$ cat src/rtl/pwm_peripheral_pkg.sv
// Shared PWM constants and the prescaler counter width helper.
// Pure declarations: no logic, no latency, no flow control.
package pwm_peripheral_pkg;

  localparam int                   PWM_CNT_W       = 8;
  localparam logic [PWM_CNT_W-1:0] DUTY_FULL       = 8'hFF;
  localparam int                   CLK_DIV_DEFAULT = 3000;

  // A divider of 1 still needs a 1-bit counter to keep the port widths legal.
  function automatic int pre_cnt_w(input int clk_div);
    return (clk_div <= 2) ? 1 : $clog2(clk_div);
  endfunction

endpackage

$ cat src/rtl/pwm_prescaler.sv
// Free-running 0..CLK_DIV-1 prescaler; tick flags the last count, at_zero the first.
// Both flags are combinational from the count register; no backpressure.
module pwm_prescaler
  import pwm_peripheral_pkg::*;
#(
  parameter int CLK_DIV = CLK_DIV_DEFAULT
) (
  input  logic clk,
  input  logic rst_n,
  output logic tick,
  output logic at_zero
);

  localparam int           W    = pre_cnt_w(CLK_DIV);
  localparam logic [W-1:0] LAST = W'(CLK_DIV - 1);

  logic [W-1:0] r_pre_cnt;

  always_ff @(posedge clk) begin
    if (!rst_n) begin
      r_pre_cnt <= '0;
    end else if (r_pre_cnt == LAST) begin
      r_pre_cnt <= '0;
    end else begin
      r_pre_cnt <= r_pre_cnt + W'(1);
    end
  end

  // With CLK_DIV == 1 the count never leaves zero, so tick and at_zero are both constant 1.
  assign tick    = (r_pre_cnt == LAST);
  assign at_zero = (r_pre_cnt == '0);

endmodule

$ cat src/rtl/pwm_peripheral.sv
// 16-bit output stage: each bit low, static high or shared PWM; duty reloads only at period start.
// Outputs registered (1 cycle), period_start combinational; inputs sampled every cycle, no backpressure.
module pwm_peripheral
  import pwm_peripheral_pkg::*;
#(
  parameter int CLK_DIV = CLK_DIV_DEFAULT
) (
  input  logic       clk,
  input  logic       rst_n,
  input  logic [7:0] en_reg_out_7_0,
  input  logic [7:0] en_reg_out_15_8,
  input  logic [7:0] en_reg_pwm_7_0,
  input  logic [7:0] en_reg_pwm_15_8,
  input  logic [7:0] pwm_duty_cycle,
  output logic [7:0] out_7_0,
  output logic [7:0] out_15_8,
  output logic       period_start
);

  logic                 w_tick;
  logic                 w_at_zero;
  logic                 w_period_start;
  logic                 w_pwm_raw;
  logic [PWM_CNT_W-1:0] w_duty_eff;
  logic [15:0]          w_en_out;
  logic [15:0]          w_en_pwm;
  logic [15:0]          w_out_nxt;

  logic [PWM_CNT_W-1:0] r_pwm_cnt;
  logic [PWM_CNT_W-1:0] r_duty_act;
  logic [15:0]          r_out;

  pwm_prescaler #(
    .CLK_DIV (CLK_DIV)
  ) u_prescaler (
    .clk     (clk),
    .rst_n   (rst_n),
    .tick    (w_tick),
    .at_zero (w_at_zero)
  );

  assign w_period_start = w_at_zero && (r_pwm_cnt == '0);
  assign period_start   = rst_n && w_period_start;

  // The first cycle of a period compares against the duty being loaded, so every
  // cycle of a period, including its first, uses one and the same duty value.
  assign w_duty_eff = w_period_start ? pwm_duty_cycle : r_duty_act;
  assign w_pwm_raw  = (w_duty_eff == DUTY_FULL) || (r_pwm_cnt < w_duty_eff);

  assign w_en_out  = {en_reg_out_15_8, en_reg_out_7_0};
  assign w_en_pwm  = {en_reg_pwm_15_8, en_reg_pwm_7_0};
  assign w_out_nxt = w_en_out & (~w_en_pwm | {16{w_pwm_raw}});

  always_ff @(posedge clk) begin
    if (!rst_n) begin
      r_pwm_cnt  <= '0;
      r_duty_act <= '0;
      r_out      <= '0;
    end else begin
      if (w_tick) begin
        r_pwm_cnt <= r_pwm_cnt + PWM_CNT_W'(1);
      end
      if (w_period_start) begin
        r_duty_act <= pwm_duty_cycle;
      end
      r_out <= w_out_nxt;
    end
  end

  assign out_7_0  = r_out[7:0];
  assign out_15_8 = r_out[15:8];

endmodule

$ cat config.mk
export PLATFORM = sky130hd
export DESIGN_NAME = pwm_peripheral
export DESIGN_NICKNAME = d
export VERILOG_FILES = /design/src/rtl/pwm_peripheral_pkg.sv /design/src/rtl/pwm_prescaler.sv /design/src/rtl/pwm_peripheral.sv
export SDC_FILE = /design/constraint.sdc
export NUM_CORES = 1
export LEC_CHECK = 0
export BUFFER_PORTS_ARGS = -buffer_cell sky130_fd_sc_hd__buf_2
export CORE_MARGIN = 5
export CORE_UTILIZATION = 45
export DETAILED_ROUTE_END_ITERATION = 8
export GPL_ROUTABILITY_DRIVEN = 0
export HOLD_SLACK_MARGIN = 0.15
export PLACE_DENSITY = 0.7
export SYNTH_ARGS = -nofsm -noshare
export SYNTH_HDL_FRONTEND = slang
export SYNTH_SLANG_ARGS = --single-unit
$ cat constraint.sdc
create_clock -name clk -period 5.2 [get_ports clk]
set_input_delay 0.26 -clock clk [delete_from_list [all_inputs] [get_ports clk]]
set_output_delay 0.26 -clock clk [all_outputs]
set_load 0.02 [all_outputs]
### After elaboration in Yosys (flattened, before gate mapping)

Cells that the tools add are included.

* equality and inequality tests: 2
* bitwise logic cells: 4
* magnitude comparators: 1
* $add $sub $neg: 2
* reductions and logical operators: 6
* muxes and demuxes: 1

Operator list (number)
* bitwise AND 16 bit: 1
* NOT 16 bit: 1
* bitwise OR 16 bit: 1
* adder 12 x 1 -> 12 bit, second input constant: 1
* equality test 12 bit, second input constant: 1
* logical NOT 12 bit: 1
* adder 8 x 1 -> 8 bit, second input constant: 1
* equality test 8 bit, second input constant: 1
* logical NOT 8 bit: 1
* < comparator 8 bit: 1
* two-way mux 8 bit: 1
* logical AND 1 bit: 2
* OR reduction 2 bit: 1
* logical OR 1 bit: 1
* NOT 1 bit: 1

* logic and storage cells: 20
* register bits after elaboration: 44
* output and inout port bits: 17

### Logic depth before layout (Yosys ltp)

* word-level depth: 7
* mapped depth: 14

### By module

A second synthesis with hierarchy kept.

* cells, all modules: 216
* area total of the unflattened synthesis: 2008.2 sq um

By module, submodules not included
* pwm_peripheral: area an instance 1411.4 sq um, cells each 151, times used 1
* pwm_prescaler: area an instance 596.8 sq um, cells each 65, times used 1

### Worst setup path before layout

No wires, ideal clock.

* kind: register -> register
* start: register r_pwm_cnt[2]
* end: register r_out[10]
* data arrival time: 2.832 ns
* stages on the path, launching flop included: 15
* path slack: 2.287 ns
* path through: dfxtp_1 > buf_6 > nor4_1 > and4b_2 > and4_1 > buf_2 > mux2i_1 > ha_1 > a21o_1 > a21o_1 > a21o_1 > clkbuf_1 > nand2_1 > o211ai_1 > a41oi_1

* longest elaborated chain between the ends: 7
* elaborated cells on any way between the ends: 8
* classes of those cells: order compare: 1; eq/ne: 1; mux: 1; bitwise: 2; reduce/logical: 3

Ends and longest elaborated chain
* start, declared: RTL line pwm_peripheral.sv:29 `logic [PWM_CNT_W-1:0] r_pwm_cnt;`
* start signal, assigned: RTL line pwm_peripheral.sv:61 `r_pwm_cnt <= r_pwm_cnt + PWM_CNT_W'(1);`
* logical NOT 8 bit: RTL line pwm_peripheral.sv:42 `assign w_period_start = w_at_zero && (r_pwm_cnt == '0);`
* logical AND 1 bit: RTL line pwm_peripheral.sv:42
* two-way mux 8 bit
* < comparator 8 bit or equality test 8 bit (tied branches): RTL line pwm_peripheral.sv:48 `assign w_pwm_raw = (w_duty_eff == DUTY_FULL) || (r_pwm_cnt < w_duty_eff);`
* logical OR 1 bit (*): RTL line pwm_peripheral.sv:48
* bitwise OR 16 bit (*): RTL line pwm_peripheral.sv:52 `assign w_out_nxt = w_en_out & (~w_en_pwm | {16{w_pwm_raw}});`
* bitwise AND 16 bit (*): RTL line pwm_peripheral.sv:52
* end signal, assigned: RTL line pwm_peripheral.sv:66 `r_out <= w_out_nxt;`
* end, declared: RTL line pwm_peripheral.sv:31 `logic [15:0] r_out;`

Every way passes the cells marked *; elsewhere a longest branch is shown, timed or not.
A chain may end at the register's enable or synchronous reset.

### Final worst setup path

* start: register r_pwm_cnt[2]
* end: register r_out[4]

Same word-level chain as after synthesis.

==> results <==
- Across the run, the number of max-cap violations was 0.
- Dividing total power by cell area gives a power density of 259.1 mW/mm^2.
- The wire length per cell after detailed routing is 14.28 um.
- The worst IR drop on VDD is between 100 and 150 uV.
- The netlist uses 37 different library cells.
- The flow ran to the end, and the final reports show no timing, DRC or antenna violations.
- The floorplan step set the die width to 80.59 um.
- The final number of setup-violating endpoints is 0.
- Summed over all layers, the routed wires come to between 5000 and 6000 um.
- A synthesized cell averages approximately 9.3 um^2.
- The initial DRC count is 115.
- The post-synthesis instance area is around 0.0022 mm^2.
- Hold timing on the final database bottoms out at a slack of 179.4 ps.
- The number of levels the H-tree was split into is 2.
- The final number of max-transition violations is 0.
- The initial antenna violation count is 0.
- The fraction of layout cells with a size suffix above 1 is 0.2526.
- Using the TritonRoute via totals, the vias-per-cell ratio works out to ~5.4.
- The top fanout value on the critical path is 16.
- The dominant synthesized flop cell is dfxtp_1.
- The worst setup path is captured at a flop.
- For this run, the total global-route usage over all layers was measured as 0.1611.
- The fmax is slightly above 300 MHz.
- The height of the die is about 81 um.
- The clock period minus worst slack is ~3300 ps.
- The leftover overflow at the end of global routing is 0.
- The layout filler cell count is about 450.
- For the worst-skew pair, the clock arrives at the later sink with an insertion delay of about 290 ps.
- The area of placed instances is around 0.0025 mm^2.
- The initial utilization of the core area, before any placement, comes to 0.4685.
- The area of the core region is 0.004786 mm^2.
- The clock-pin slew reported for the worst setup and hold paths after clock tree synthesis is around 80 ps.
- The final routed DRC violation total is 0.
- The number of global-route vias before repair is ~1800.
- Relative to the synthesized area, the layout overhead comes to 16.85%.
- Post-CTS timing repair inserted 0 buffers for setup.
- The count of mapped cells out of synthesis is approximately 240.
- The synthesized design contains 0 enable-type register cells.
- The hold violation total from the final report is 0.
- The antenna diode instance count is 0.
- The standby leakage power is roughly 1.1 nW.
- Across the routed clock network, the largest skew measured is 7.706 ps.
- TritonCTS built the clock tree.
- In the final design database the tool counted 345 nets.
- Setup repair after global routing left no endpoint under its margin.
- The clock net sink count is 44.
- Summing all non-filler instances in the final layout gives an area of ~0.0026 mm^2.
- The worst setup path is of the reg -> reg kind.
- The library cell used as clock root buffer is clkbuf_8.
- The wire length of the first global-routing pass is 8321 um.
- The worst setup path is launched from a flop.
- Hold repair after CTS inserted 0 buffers.
- The routed layout has 1927 vias.
- The total design power is between 600 and 700 uW.
- The required time at the endpoint of the critical path is ~5300 ps.
- STA puts the critical path data arrival time at 3440 ps.
- The sequential element share of the synthesized area is 0.3929.
- The largest net degree at the start of global routing is 36.
- During I/O placement, the number of pins put on the boundary was 59.
- The final sum of negative setup slack is 0 ps.
- Dividing the final minimum period by the clock period gives 0.6351.
- The final cell utilization of the core is 0.5475.
- The headroom to the max-slew limit is 0.5111.
- The worst hold-check path type is in -> reg.
- The half-perimeter wire length of the detailed placement result is approximately 3700 um.
- The async set or reset register ratio after synthesis is 0.
- Synthesis produced a netlist with a net count of 293.
- Post-CTS repair changed the size of 0 cells.
- The total iterations of the first detailed-routing run is 4.
- For the pin with the worst max-slew slack, the measured transition is approximately 730 ps.
- The number of port buffers is just under 60.
- The count of nets left with antenna violations once routing finished came out at 0.
- The full die area is approximately 0.0065 mm^2.
- The number of placement rows is 25.
- The maximum clock insertion buffer count is 2.
- After synthesis the netlist holds a flip-flop and latch count of 44.
- Buffers inserted during clock tree synthesis total 5.
- Yosys printed 0 warnings.
layer usage:
metal | vias to the layer above | GRT usage | routed length, um
met2 | 45 | 0.2492 | 2396
met4 | 0 | 0.05912 | 84
met1 | 906 | 0.2187 | 2420
met5 | - | 0 | 0
met3 | 7 | 0.03475 | 239
li1 | 969 | - | -
power by group:
group	internal [mW]	switching, mW	leakage, nW
sequential	0.352	0.00749	0.361
combinational	0.0480	0.0712	0.697
clock	0.0914	0.108	0.0410
metrics by stage:
step,cells,worst slack [ps]
4_1_cts,360,1913
6_report,360,1898
3_5_place_dp,353,1881
2_1_floorplan,241,2287
3_3_place_gp,353,1965
5_1_grt,360,1562
flip-flops by register name, summed over array words and instances, names as in the netlist:
signal                 cells
u_prescaler.r_pre_cnt     12
r_duty_act                 8
r_pwm_cnt                  8
r_out                     16
synth_stat cells (2+ instances only):
master / count / area [um^2]
a21o_1: 3 / 22.52
a21oi_1: 2 / 10.01
a41oi_1: 16 / 140.1
and2_1: 8 / 50.05
and3_1: 4 / 25.02
and4_1: 2 / 17.52
buf_2: 2 / 10.01
buf_6: 3 / 33.78
clkbuf_1: 7 / 26.28
dfxtp_1: 44 / 880.8
ha_1: 10 / 125.1
inv_1: 8 / 30.03
mux2i_1: 9 / 90.09
nand2_1: 23 / 86.33
nand3_1: 7 / 35.03
nand4_1: 7 / 43.79
nor2_1: 24 / 90.09
nor2b_1: 9 / 56.30
nor3_1: 2 / 10.01
nor3b_1: 2 / 15.01
nor4_1: 3 / 18.77
o211ai_1: 16 / 120.1
xnor2_1: 10 / 87.58
xor2_1: 7 / 61.31
cell families after synthesis:
family,Yosys count,synth area share
buf+inv,22,0.04967
compound gates,41,0.1568
fa+ha+maj,10,0.05580
xor+xnor,17,0.06641
simple gates,97,0.2316
mux,10,0.04687
flops,44,0.3929
path summary, 6_finish.rpt:
check | startpoint | end | slack [ps] | depth (start not counted)
min reg2reg | u_prescaler.r_pre_cnt[0]$_SDFF_PP0_ | u_prescaler.r_pre_cnt[0]$_SDFF_PP0_ | 470 | 1
max reg2reg | r_pwm_cnt[2]$_SDFFE_PN0P_ | r_out[4]$_SDFF_PN0_ | 1900 | 10
max | r_pwm_cnt[2]$_SDFFE_PN0P_ | r_out[4]$_SDFF_PN0_ | 1900 | 10
min | en_reg_pwm_15_8[0] | r_out[8]$_SDFF_PN0_ | 180 | 2
cell usage in the layout, fill, tap and decap left out, types with 4 or more instances in the layout:
master / instances
buf_2: 58
and3_1: 4
xor2_1: 7
nand4_1: 7
nand2_1: 23
nand3_1: 7
mux2i_1: 9
nor2_1: 24
xnor2_1: 10
dfxtp_1: 44
nor2b_1: 9
and2_1: 8
clkbuf_8: 5
a41oi_1: 16
ha_1: 10
inv_1: 8
o211ai_1: 16
layout make-up:
cell class	instances	area [um^2]	share of cell area
inverter	8	30.03	0.01146
timing repair buffer	59	297.8	0.1137
tap	67	83.83	0.03200
sequential	44	880.8	0.3362
multi-input combinational	175	1250	0.4771
clock buffer	6	72.57	0.02770
clock inverter	1	5.005	0.001910
worst max-delay path, stage by stage (launching register included):
cell	delay, ps
dfxtp_1	400
nor4_1	290
and4b_2	300
and4_1	480
mux2i_1	310
ha_1	240
nor3b_1	70
nand3_1	100
o41ai_2	90
o31ai_4	680
a41oi_1	200
No activity file was read; power rests on OpenSTA's default activity.
